### src/rtl/if_stage_pkg.sv
// Shared pipeline definitions for the fetch stage: reset vector, bubble
// instruction, memory region codes and the fetch-source encoding.
package if_stage_pkg;

  localparam logic [31:0] RESET_PC_DEF  = 32'h4000_0000;
  localparam logic [31:0] NOP_INSTR_DEF = 32'h0000_0013;

  localparam logic [3:0] REGION_BIOS = 4'h4;
  localparam logic [3:0] REGION_IMEM = 4'h1;

  typedef enum logic [1:0] {
    SRC_BIOS = 2'd0,
    SRC_IMEM = 2'd1,
    SRC_NONE = 2'd2
  } src_e;

  // Map the top address nibble onto the memory that backs it.
  function automatic src_e region_decode(input logic [3:0] region);
    src_e src;
    case (region)
      REGION_BIOS: src = SRC_BIOS;
      REGION_IMEM: src = SRC_IMEM;
      default:     src = SRC_NONE;
    endcase
    return src;
  endfunction

endpackage

### src/rtl/if_stage_pc_gen.sv
// Program counter generator: owns pc_q and the registered fetch source, and
// drives both memory addresses from the next PC so read data lines up with
// pc_q one cycle later.
module pc_gen
  import if_stage_pkg::*;
#(
  parameter logic [31:0] RESET_PC = RESET_PC_DEF
) (
  input  logic        clk,
  input  logic        rst,
  input  logic        hold_i,
  input  logic        redirect_i,
  input  logic [31:0] target_i,
  output logic [31:0] pc_o,
  output src_e        src_o,
  output logic [11:0] bios_addr_o,
  output logic [13:0] imem_addr_o
);

  logic [31:0] pc_q;
  logic [31:0] pc_d;
  src_e        src_q;
  src_e        src_d;

  // Next fetch address: reset vector, hold, word-aligned redirect, or sequential.
  always_comb begin
    pc_d = pc_q + 32'd4;
    if (rst) begin
      pc_d = RESET_PC;
    end else if (hold_i) begin
      pc_d = pc_q;
    end else if (redirect_i) begin
      pc_d = target_i & 32'hFFFF_FFFC;
    end else begin
      pc_d = pc_q + 32'd4;
    end
    src_d = region_decode(pc_d[31:28]);
  end

  // PC and fetch-source registers advance together.
  always_ff @(posedge clk) begin
    if (rst) begin
      pc_q  <= RESET_PC;
      src_q <= SRC_BIOS;
    end else begin
      pc_q  <= pc_d;
      src_q <= src_d;
    end
  end

  assign pc_o        = pc_q;
  assign src_o       = src_q;
  assign bios_addr_o = pc_d[13:2];
  assign imem_addr_o = pc_d[15:2];

endmodule

### src/rtl/if_stage.sv
// Instruction fetch stage: PC generation, memory source select, bubble
// insertion for the first post-reset cycle and unmapped fetches, plus the
// cycle and retired-instruction counters.
module if_stage
  import if_stage_pkg::*;
#(
  parameter logic [31:0] RESET_PC  = RESET_PC_DEF,
  parameter logic [31:0] NOP_INSTR = NOP_INSTR_DEF
) (
  input  logic        clk,
  input  logic        rst,
  input  logic        stall,
  input  logic        should_br,
  input  logic        jump,
  input  logic [31:0] ALU_result,
  output logic [11:0] bios_addrb,
  input  logic [31:0] bios_doutb,
  output logic [13:0] imem_addrb,
  input  logic [31:0] imem_doutb,
  output logic [31:0] PC,
  output logic [31:0] instruction_EXE,
  output logic        valid_EXE,
  output logic [31:0] cycle_cnt,
  output logic [31:0] instret_cnt
);

  src_e        src_s;
  logic        first_q;
  logic        hold_s;
  logic        redirect_s;
  logic        valid_s;
  logic [31:0] fetched_s;
  logic [31:0] cycle_q;
  logic [31:0] cycle_d;
  logic [31:0] instret_q;
  logic [31:0] instret_d;

  // The memory output is not yet trustworthy in the first cycle after reset,
  // so the PC is held there and the cycle is presented as a bubble.
  assign hold_s     = stall | first_q;
  assign redirect_s = should_br | jump;

  pc_gen #(
    .RESET_PC (RESET_PC)
  ) u_pc_gen (
    .clk         (clk),
    .rst         (rst),
    .hold_i      (hold_s),
    .redirect_i  (redirect_s),
    .target_i    (ALU_result),
    .pc_o        (PC),
    .src_o       (src_s),
    .bios_addr_o (bios_addrb),
    .imem_addr_o (imem_addrb)
  );

  assign valid_s = ~first_q & (src_s != SRC_NONE);

  // Select the memory backing the current PC and substitute a NOP for bubbles.
  always_comb begin
    fetched_s       = NOP_INSTR;
    instruction_EXE = NOP_INSTR;
    case (src_s)
      SRC_BIOS: fetched_s = bios_doutb;
      SRC_IMEM: fetched_s = imem_doutb;
      default:  fetched_s = NOP_INSTR;
    endcase
    if (valid_s) begin
      instruction_EXE = fetched_s;
    end else begin
      instruction_EXE = NOP_INSTR;
    end
  end

  // Counter next-state: free-running cycle count, retire on valid unstalled.
  always_comb begin
    cycle_d   = cycle_q + 32'd1;
    instret_d = instret_q;
    if (valid_s && !stall) begin
      instret_d = instret_q + 32'd1;
    end else begin
      instret_d = instret_q;
    end
  end

  // First-cycle flag and counters.
  always_ff @(posedge clk) begin
    if (rst) begin
      first_q   <= 1'b1;
      cycle_q   <= 32'd0;
      instret_q <= 32'd0;
    end else begin
      first_q   <= 1'b0;
      cycle_q   <= cycle_d;
      instret_q <= instret_d;
    end
  end

  assign valid_EXE   = valid_s;
  assign cycle_cnt   = cycle_q;
  assign instret_cnt = instret_q;

endmodule

### config.mk
export PLATFORM = sky130hd
export DESIGN_NAME = if_stage
export DESIGN_NICKNAME = d
export VERILOG_FILES = /design/src/rtl/if_stage_pkg.sv /design/src/rtl/if_stage_pc_gen.sv /design/src/rtl/if_stage.sv
export SDC_FILE = /design/constraint.sdc
export NUM_CORES = 1
export LEC_CHECK = 0
export ABC_CLOCK_PERIOD_IN_PS = 3300
export CAP_MARGIN = 20
export CORE_MARGIN = 2
export CORE_UTILIZATION = 35
export DETAILED_ROUTE_END_ITERATION = 12
export PLACE_DENSITY = 0.7
export SYNTH_ARGS = -nofsm -noshare
export SYNTH_HDL_FRONTEND = slang
export SYNTH_SLANG_ARGS = --single-unit
### constraint.sdc
create_clock -name clk -period 3.3 [get_ports clk]
set_input_delay 0.66 -clock clk [delete_from_list [all_inputs] [get_ports clk]]
set_output_delay 0.66 -clock clk [all_outputs]
set_load 0.1 [all_outputs]
After elaboration in Yosys (flattened, before gate mapping)
Index checks and enable logic that the tools add are counted.
{"block": "totals", "ramBits": 0, "mem_count": 0, "out_inout_bits": 155, "in_bits": 101, "romBits": 0, "elab_cells": 27, "latchBits": 0, "regBits": 99}
{"block": "classes", "bitwise": 4, "magnitude_cmp": 0, "muxes": 7, "n_eq_ne": 4, "reduce_logical": 3, "div_mod_pow": 0, "addsub": 3, "n_shift": 0, "mul": 0}
{"cell": "$mux W32", "count": 4}
{"cell": "$add A32 B1 Y32 const B", "count": 2}
{"cell": "$pmux W32 S2", "count": 1}
{"cell": "$add A32 B3 Y32 const B", "count": 1}
{"cell": "$eq A4 B1 Y1 const B", "count": 1}
{"cell": "$eq A4 B3 Y1 const B", "count": 1}
{"cell": "$pmux W2 S2", "count": 1}
{"cell": "$eq A2 B1 Y1 const B", "count": 1}
{"cell": "$logic_not A2 Y1", "count": 1}
{"cell": "$ne A2 B2 Y1 const B", "count": 1}
{"cell": "$or A1 B1 Y1", "count": 2}
{"cell": "$and A1 B1 Y1", "count": 1}
{"cell": "$logic_and A1 B1 Y1", "count": 1}
{"cell": "$logic_not A1 Y1", "count": 1}
{"cell": "$mux W1", "count": 1}
{"cell": "$not A1 Y1", "count": 1}

Depth between registers and ports, before layout
{"block": "logic_depth", "depth_word": 6, "depth_mapped": 9, "depth_no_buf": 7}

Hierarchy
A second synthesis with hierarchy kept.
{"block": "unflattened", "hier_cells": 758, "hier_area_um2": 5963.2}
{"mod": "if_stage", "n_inst": 1, "cells_per_inst": 435, "area_per_inst_um2": 3588.4, "seq_area_each_um2": 1301.2}
{"mod": "pc_gen", "n_inst": 1, "cells_per_inst": 323, "area_per_inst_um2": 2374.8, "seq_area_each_um2": 680.7}

Worst setup path before layout
No wires, ideal clock.
{"block": "synth_timing", "kind": "register to output", "start": "reg u_pc_gen.pc_q[6], in the netlist u_pc_gen.pc_o[6]", "end": "out imem_addrb[13]", "n_path_buf": 1, "setup_slack_ps": -46, "stages_incl_launch_ff": 8, "arrival_ps": 2686, "t_required_ps": 2640, "cell_sequence": "dfxtp_1 > nand4_1 > nor3_4 > nand3_1 > o31ai_1 > a22oi_1 > nor2_1 > buf_4"}
{"block": "synth_via", "elab_chain_cells": 4}
{"item": "start, declared", "line_no": "if_stage_pc_gen.sv:20", "rtl": "logic [31:0] pc_q;"}
{"item": "start signal, assigned", "line_no": "if_stage_pc_gen.sv:46", "rtl": "pc_q <= pc_d;"}
{"item": "$add A32 B3 Y32", "line_no": "if_stage_pc_gen.sv:35", "rtl": "pc_d = pc_q + 32'd4;"}
{"item": "$mux W32", "line_no": "if_stage_pc_gen.sv:32", "rtl": "end else if (redirect_i) begin"}
{"item": "$mux W32", "line_no": "if_stage_pc_gen.sv:30", "rtl": "end else if (hold_i) begin"}
{"item": "$mux W32", "line_no": "if_stage_pc_gen.sv:28", "rtl": "if (rst) begin"}
{"item": "end, declared", "line_no": "if_stage.sv:18", "rtl": "output logic [13:0] imem_addrb,"}
Every way passes these cells.

Worst setup path after layout
{"block": "layout_timing", "start": "in jump", "end": "out imem_addrb[0]"}
{"block": "layout_via", "elab_chain_cells": 4}
{"item": "start, declared", "line_no": "if_stage.sv:14", "rtl": "input logic jump,"}
{"item": "$or A1 B1 Y1", "line_no": "if_stage.sv:41", "rtl": "assign redirect_s = should_br | jump;"}
{"item": "$mux W32", "line_no": "if_stage_pc_gen.sv:32"}
{"item": "$mux W32", "line_no": "if_stage_pc_gen.sv:30"}
{"item": "$mux W32", "line_no": "if_stage_pc_gen.sv:28"}
Every way passes these cells.

==> out/metrics.yaml <==
drt:
  wl_per_cell_um: 14.83
  dr.pass1.iters: 5
  drcViolationCount: 0
  drt-vias-per-instance: 4.994
  wl_mm: 17.00
  via_count: 5723
  ant_nets: 0
  drtIter0Drc: 351
cells_and_area:
  utilization: 0.5416
  nets: 1029
  drive_above_1_share: 0.2505
  instances_no_fill: 1146
  fin_area_um2: 8541
  syn2layout_area_growth_pct: 52.71
  n_antenna_cell: 0
worst_setup_path:
  worstPathCellList: "clkdlybuf4s50_1, or2_1, buf_12, nor2_1, a211oi_1, nor3_1, buf_12"
  cp.buffers_inverters: 3
  critical_path_class: "primary input to primary output"
  path_max_fanout: 24
  crit_family: "simple AND/OR/NAND/NOR gates"
  setup.worst_path.start_class: "primary input"
  reg2reg_depth: 6
  worst-path-stages: 7
  cp_slowest_cell: "nor3_1"
  endpoint_kind: "primary output"
  cp_common_cell: "buf_12"
  cpPeakStageDelay_ps: 510
  critPathArrivalTime_ps: 2450
  crit_required_ps: 2640
timing:
  finalCritPeriodShare: 0.9431
  hold_viol: 0
  period_needed_ps: 3112
  slew_headroom: 0.5659
  rsz0062_at_grt: "false"
  holdWs_ps: 477.5
  setup_viol: 0
  fmax_ghz: 0.3213
  final.setup_skew_ps: 10.25
  drv_slew: 0
  finalSetupTns_ps: 0
  worst_slew_pin_slew_ps: 646.2
placed_design:
  placed_area_um2: 8242
  dp_hpwl_mm: 12.84
  place.gp.congestion: 0.8534
  port_buffers: 253
  place_inst: 1130
synthesis:
  synthTopCellsByCount: "119 x nor2_1, 99 x dfxtp_1, 57 x nand2_1"
  syn_inst: 696
  synth_fp_nets: 800
  yosysUniqueCellTypes: 56
  synth.area.top_cells: "dfxtp_1 35%, nor2_1 8.0%, xor2_1 6.4%"
  synth-edff-count: 0
  seq_area_frac_synth: 0.3544
  synth_seq_cells: 99
  syn_area_um2: 5593
  ys.flop_type: "dfxtp_1"
  syn_avg_cell_area_um2: 8.036
  synth_most_common_cell: "nor2_1"
  synthesis.yosys.warnings: 0
  yosysTopAreaCell: "dfxtp_1"
  synth.top_cell.area_share: 0.3544
  synthArstFlopShare: 0
global_routing:
  grt_pass1_wl_mm: 26.09
  grt_max_degree: 45
  antenna_found_initial: 0
  grt_usage: 0.1926
  gr-total-overflow: 0
  grt_pass1_vias: 5176
job:
  drv_cap: 0
clock_tree:
  cts_max_path_buffers: 2
  numCtsBuffers: 9
  ctsHoldBuffers: 0
  ctsRootBufferMaster: "clkbuf_16"
  clkTransAtPathRegs_ps: 70
  insertion_delay_ps: 350
  cts.sinks: 99
  htreeDepth: 3
  cts_tree: "built"
  post_cts_buffers: 0
power_and_ir_drop:
  power_leakage_nw: 3.386
  p_per_area_nw_per_um2: 398.9
  ir_worst_vdd_mv: 0.2837
floorplan:
  ios: 256
  die_x_um: 130.4
  initial_utilization: 0.3546
  dieArea_um2: 17010
  rows: 46
  core_um2: 15770
  die_y_um: 130.4
worst_hold_path:
  hold_class: "flop to flop"
  holdPathStages: 1
run_status:
  status: "finished, final reports clean"
## routing by layer
layer | GRT usage | up-vias | part of all wire
li1 | - | 2886 | -
met1 | 0.2699 | 2636 | 0.46
met2 | 0.2978 | 186 | 0.47
met3 | 0.04723 | 15 | 0.061
met4 | 0.05006 | 0 | 0.0092
met5 | 0 | - | 0
## cell usage in the layout (no fill, tap or decap), types with 4 or more instances in the layout
cell             instances
buf_4                  156
mux2i_1                 32
dfxtp_1                 94
o21ai_0                 25
and2_1                   8
buf_12                  29
nor2_1                 118
nor4_2                   4
a311oi_1                 5
nand4_1                 21
nor3_1                  14
clkdlybuf4s50_1         97
xor2_1                  41
a21oi_1                 37
and3_1                  13
xnor2_1                 16
dfxtp_2                  5
nand2_1                 57
inv_1                    4
or3_1                    6
a211oi_1                15
o31ai_1                  6
clkbuf_16                9
and4_1                   8
o22ai_1                  6
nand3_1                 44
a22oi_1                  6
## cells by family after synthesis
| group | Yosys count | synth area share |
|---|---|---|
| adder cells (fa/ha/maj) | 3 | 0.006712 |
| AND/OR/NAND/NOR | 324 | 0.2953 |
| XOR/XNOR | 57 | 0.08926 |
| multiplexers | 33 | 0.06130 |
| AO/OA/AOI/OAI | 111 | 0.1257 |
| flip-flops | 99 | 0.3544 |
| buffers and inverters | 69 | 0.06733 |
## repair_timing
action | 4_1_cts | 5_1_grt
endpoints found under the hold margin | 0 | 0
endpoints found under the setup margin | 0 | 2
resized for setup | 0 | 1
## worst paths after layout
| check | start | endpoint | slack, ps |
|---|---|---|---|
| max reg2reg | u_pc_gen.pc_o[9] | u_pc_gen.src_o[1] | 1130 |
| min | cycle_cnt[0] | cycle_cnt[0] | 480 |
| max | jump | imem_addrb[0] | 190 |
| min reg2reg | cycle_cnt[0] | cycle_cnt[0] | 480 |
## state kept, by name, summed over array words and instances, names as in the netlist
name	count
cycle_cnt	32
instret_cnt	32
u_pc_gen.pc_o	32
u_pc_gen.src_o	2
first_q	1
## stage by stage
stage	setup slack [ps]	total power [W]
after global placement	156.3	0.002381
final	187.8	0.003407
after global routing	49.86	0.003532
after CTS	128.9	0.003442
after floorplan	0.7723	0.002041
after detailed placement	171.6	0.002382
## power breakdown
group	leakage [nW]	internal, W	switching (W)
sequential	0.805	0.00122	0.0000430
combinational	2.44	0.000325	0.000764
clock	0.139	0.000547	0.000504
total	3.39	0.00210	0.00131
## cell type report
class / count / area (µm²)
fillers: 1508 / 7229
multi-input cells: 528 / 3247
repair buffers: 282 / 2723
flip-flops and latches: 99 / 1988
well taps: 216 / 270.3
clock buffers: 10 / 239.0
clock inverters: 6 / 55.05
inverters: 5 / 18.77
Note: power is estimated with default switching activity, not from simulation.
